### config.mk
export PLATFORM = sky130hd
export DESIGN_NAME = mux_3way
export DESIGN_NICKNAME = d
export VERILOG_FILES = /design/src/rtl/mux_3way.sv
export SDC_FILE = /design/constraint.sdc
export NUM_CORES = 1
export LEC_CHECK = 0
export CAP_MARGIN = 20
export CORE_ASPECT_RATIO = 1.1
export CORE_MARGIN = 8
export CORE_UTILIZATION = 33
export DETAILED_ROUTE_END_ITERATION = 10
export PLACE_DENSITY_LB_ADDON = 0.08
export SYNTH_ARGS = -nofsm -noshare
export SYNTH_HDL_FRONTEND = slang
export SYNTH_SLANG_ARGS = --single-unit
### constraint.sdc
create_clock -name clk -period 1.8 [get_ports clk]
set_input_delay 0.27 -clock clk [delete_from_list [all_inputs] [get_ports clk]]
set_output_delay 0.27 -clock clk [all_outputs]
set_load 0.01 [all_outputs]
### src/rtl/mux_3way.sv
// mux_3way: two- or three-input data multiplexer with a registered copy of the
// selected data and an optional sticky illegal-select flag.
//
// Parameters
//   SIZE   : data width in bits (1..64)
//   IS3WAY : 1 = three-input mux (2-bit sel), 0 = two-input mux (1-bit sel)
//
// Ports
//   clk     : clock; all registers update on the rising edge
//   rst_n   : synchronous active-low reset
//   sel     : input select (2 bits when IS3WAY=1, 1 bit when IS3WAY=0)
//   in1     : data input 1
//   in2     : data input 2
//   in3     : data input 3 (ignored when IS3WAY=0)
//   out     : combinationally selected data
//   out_q   : out registered by one clock
//   sel_err : sticky flag, set by sel=2'b11 in three-input mode
//
// Optional feature
//   MUX_SEL_CHECK_EN : when defined, sel_err records sel=2'b11 seen on any
//                      rising edge outside reset; otherwise sel_err is tied 0.
module mux_3way #(
  parameter int SIZE   = 16,
  parameter int IS3WAY = 1
) (
  input  logic                              clk,
  input  logic                              rst_n,
  input  logic [((IS3WAY != 0) ? 2 : 1)-1:0] sel,
  input  logic [SIZE-1:0]                   in1,
  input  logic [SIZE-1:0]                   in2,
  input  logic [SIZE-1:0]                   in3,
  output logic [SIZE-1:0]                   out,
  output logic [SIZE-1:0]                   out_q,
  output logic                              sel_err
);

  logic [SIZE-1:0] w_out;
  logic [SIZE-1:0] r_out_q;

  generate
    if (IS3WAY != 0) begin : g_three_way
      // Encoding is in1/in3/in2 for 00/01/10; the unused code 11 falls back to in1.
      always_comb begin
        w_out = in1;
        case (sel)
          2'b01:   w_out = in3;
          2'b10:   w_out = in2;
          default: w_out = in1;
        endcase
      end
    end else begin : g_two_way
      // in3 stays on the port list for drop-in compatibility but has no effect.
      logic w_unused_in3;
      assign w_unused_in3 = ^in3;

      always_comb begin
        w_out = sel[0] ? in2 : in1;
      end
    end
  endgenerate

  assign out = w_out;

  always_ff @(posedge clk) begin
    if (!rst_n) begin
      r_out_q <= '0;
    end else begin
      r_out_q <= w_out;
    end
  end

  assign out_q = r_out_q;

`ifdef MUX_SEL_CHECK_EN
  logic w_sel_ill;
  logic r_sel_err;

  // Only the three-input mode has an illegal code; two-input mode never flags.
  always_comb begin
    w_sel_ill = (IS3WAY != 0) && (sel == '1);
  end

  always_ff @(posedge clk) begin
    if (!rst_n) begin
      r_sel_err <= 1'b0;
    end else if (w_sel_ill) begin
      r_sel_err <= 1'b1;
    end
  end

  assign sel_err = r_sel_err;
`else
  assign sel_err = 1'b0;
`endif

endmodule

; Word level (Yosys, flattened, before mapping)
; Index checks and enable logic that the tools add are counted.
[op_classes]
mux = 1
eq_ne = 2
[ops]
columns = cell, count
row1 = one-hot mux 16 bit (2 select lines), 1
row2 = "== test 2 x 1 -> 1 bit, second input constant", 1
row3 = "== test 2 bit, second input constant", 1
[word_totals]
reg_bits = 16
in_bits = 52

; Logic depth before layout (Yosys ltp)
[depth]
word_depth = 2
ltp_mapped = 6
mapped_depth_nobuf = 4

; Least setup slack after synthesis
; No wires, ideal clock.
[synth_timing]
kind = input to output
startpoint = input sel[0] (netlist bit)
endpoint = output out[0]
path_buffers = 1
path_stages = 5
arrival_time_ns = 1.155
t_required_ns = 1.530
slack_ns = 0.375
path_cell_list = inv_1 ha_1 buf_2 a221oi_1 nor2_1
[synth_between]
elab_chain_len = 2
[synth_lines]
columns = element, line
row1 = "start, declared", 28  ; input logic [((IS3WAY != 0) ? 2 : 1)-1:0] sel,
row2 = == test 2 bit or == test 2 x 1 -> 1 bit (tied branches), 45  ; case (sel)
row3 = one-hot mux 16 bit (2 select lines) *, 45
row4 = "end, declared", 32  ; output logic [SIZE-1:0] out,
; Mark *: on every way between the ends. The rest lies on a longest branch, timed or not.

; Worst setup path after layout
[layout_timing]
startpoint = input sel[1] (netlist bit)
endpoint = output out[7]
; The elaborated chain is that of the path after synthesis.

==> metrics.cfg <==
[outcome]
status = completed

[die]
dieHeight_um = 71.6
die_area_mm2 = 0.00477
io_pins = 85
die_x_um = 66.6
initial_utilization = 0.340
coreArea_mm2 = 0.00273
rows = 20

[clocking]
clk_pin_slew_ns = 0.10
cts_buffers = 3
cts_tree = done
cts_root_buf = clkbuf_4
clock_sinks = 16
htree_levels = 1
cts_buffer_depth = 2

[routing]
num_vias = 1116
wl_per_cell_um = 17.8
drt_iter0_markers = 11
wl_um = 4110
drc = 0
avgViaCountPerCell = 4.83
drtPass1Iterations = 4
detail-route-antenna-nets = 0

[worst_setup_path]
crit_fanout = 8
worstSetupStartpointType = input pin
cp-startpoint = sel[1]
endpoint_kind = output pin
path_class = input pin to output pin
crit_arrival_ns = 1.38
critPathRequiredTime_ns = 1.53

[cells_and_area]
layout-drive-gt1-share = 0.429
layout.nets = 253
final_area_mm2 = 0.00223
diodes = 0
final_core_util = 0.819
syn_to_final_growth_pct = 141
largest_reg_flops = 16

[sta]
fin_crit_sh = 0.916
fmax_mhz = 606
setup_ws_ns = 0.151
hold_viol = 0
rsz0062_at_grt = no
drv_slew = 0
min_period_ns = 1.65
setup_violations = 0
worst_hold_slack_ns = 0.606

[synth]
seq_area_frac_synth = 0.345
synth_top_area_cell = dfxtp_1
synth_mux_area_frac = 0
synthTopCellsByArea = dfxtp_1, a221oi_2, nor3b_1
syn_inst = 94
syn_nets = 148
synth_compound_area_frac = 0.230
syn_avg_cell_area_um2 = 9.88
yosys.area.top_type_share = 0.345
netlist_area_um2 = 928
synth-simple-area-share = 0.307
ys_warn_count = 0
synth_top_family_by_area = simple AND/OR/NAND/NOR gates
yosys.area_share.adder = 0.0270
netlist-cell-type-count = 15
ys_seq_elements = 16
synth_xor_area_frac = 0

[pwr]
p_leak_nw = 0.873
totalPowerFinal_mw = 1.32
p_per_area_mw_per_mm2 = 589
peakVddDrop_uv = 433

[placement]
dpl_worst_slack_ns = -0.689
globalplace.congestion = 0.735
dpl.hpwl_um = 2990
placed_area_mm2 = 0.00189
io_buffers = 83

[grt]
antenna_found_initial = 0
grt_use_total = 0.174
grt_pass1_vias = 1266
grt_pass1_wl_um = 6470
grt_max_degree = 17
overflow = 0

[job]
maxCapViolCount = 0

[worst_hold_path]
hp-class = input pin to register
hold_depth = 3
hp-start = in1[15]

==> layout by cell type (no fill, tap or decap) <==
cell type | netlist | routed
clkbuf_4 | 0 | 3
nor2_1 | 16 | 15
ha_4 | 0 | 1
inv_1 | 2 | 1
buf_2 | 1 | 9
nor2b_4 | 0 | 3
nor3b_1 | 15 | 15
clkbuf_2 | 0 | 2
nor2_2 | 0 | 1
nor3b_2 | 1 | 1
clkbuf_8 | 0 | 1
buf_6 | 4 | 4
a221oi_4 | 1 | 14
clkdlybuf4s15_2 | 0 | 7
dfxtp_1 | 16 | 16
bufbuf_16 | 0 | 1
conb_1 | 1 | 1
buf_12 | 0 | 2
buf_4 | 2 | 19
ha_2 | 0 | 1
nor2b_2 | 0 | 13
a221oi_2 | 9 | 2
inv_2 | 0 | 1
clkdlybuf4s50_1 | 0 | 65
==> report_power, final <==
group / switching [mW] / internal (mW) / leakage, nW
Combinational: 0.269 / 0.407 / 0.719
Sequential: 0.00826 / 0.387 / 0.133
Clock: 0.122 / 0.123 / 0.0210
Total: 0.399 / 0.918 / 0.873
==> per-layer routing <==
metal / up-vias / part of all wire / wire [µm] / track usage
met5: - / 0 / 0 / 0
met4: 0 / 0.0071 / 29 / 0.0618
met3: 4 / 0.083 / 343 / 0.0608
met2: 47 / 0.55 / 2250 / 0.322
met1: 519 / 0.36 / 1490 / 0.169
li1: 546 / - / - / -
==> logic make-up (layout without fill, tap and decap cells) <==
| kind of cell | after synthesis | count (layout) |
|---|---|---|
| AOI/OAI and AO/OA | 16 | 16 |
| adders and majority gates | 2 | 2 |
| buffers and inverters | 11 | 115 |
| DFF | 16 | 16 |
| other | 1 | 1 |
| and+or+nand+nor | 48 | 48 |
==> per-stage QoR <==
step / cells / TNS [ns]
after global placement: 223 / -9.38
after CTS: 230 / 0
final: 231 / 0
after global routing: 231 / 0
after detailed placement: 223 / -10.81
after floorplan: 94 / 0
==> synth_stat cells <==
| master | number |
|---|---|
| dfxtp_1 | 16 |
| nor2_1 | 16 |
| nor2b_1 | 16 |
| nor3b_1 | 15 |
| a221oi_2 | 9 |
| a221oi_1 | 6 |
| buf_6 | 4 |
| buf_4 | 2 |
| clkbuf_1 | 2 |
| ha_1 | 2 |
| inv_1 | 2 |
| a221oi_4 | 1 |
| buf_2 | 1 |
| conb_1 | 1 |
| nor3b_2 | 1 |
==> layout make-up <==
| class | count | area (µm²) |
|---|---|---|
| clock buffer | 4 | 36.3 |
| fill | 170 | 493 |
| inverter | 2 | 7.51 |
| multi-input combinational | 67 | 785 |
| sequential | 16 | 320 |
| tap | 33 | 41.3 |
| timing repair buffer | 109 | 1040 |
==> critical path, cell delays in order <==
cell and delay (ns):
clkbuf_2 0.12, inv_1 0.05, ha_2 0.19, buf_6 0.17, a221oi_4 0.27, nor2_1 0.08, clkdlybuf4s15_2 0.23
==> timing repair <==
item,in CTS,in global routing
gates cloned,1,0
setup buffers,2,1
gates resized for setup,111,4
endpoints found under the hold margin,0,0
pin swaps,6,0
hold buffers,0,0
setup endpoints to repair,16,12
==> path summary, 6_finish.rpt <==
path,endpoint,slack (ns)
hold / removal,out_q[15]$_SDFF_PN0_,0.61
setup / recovery,out[7],0.15
Note: power is estimated with default switching activity, not from simulation.
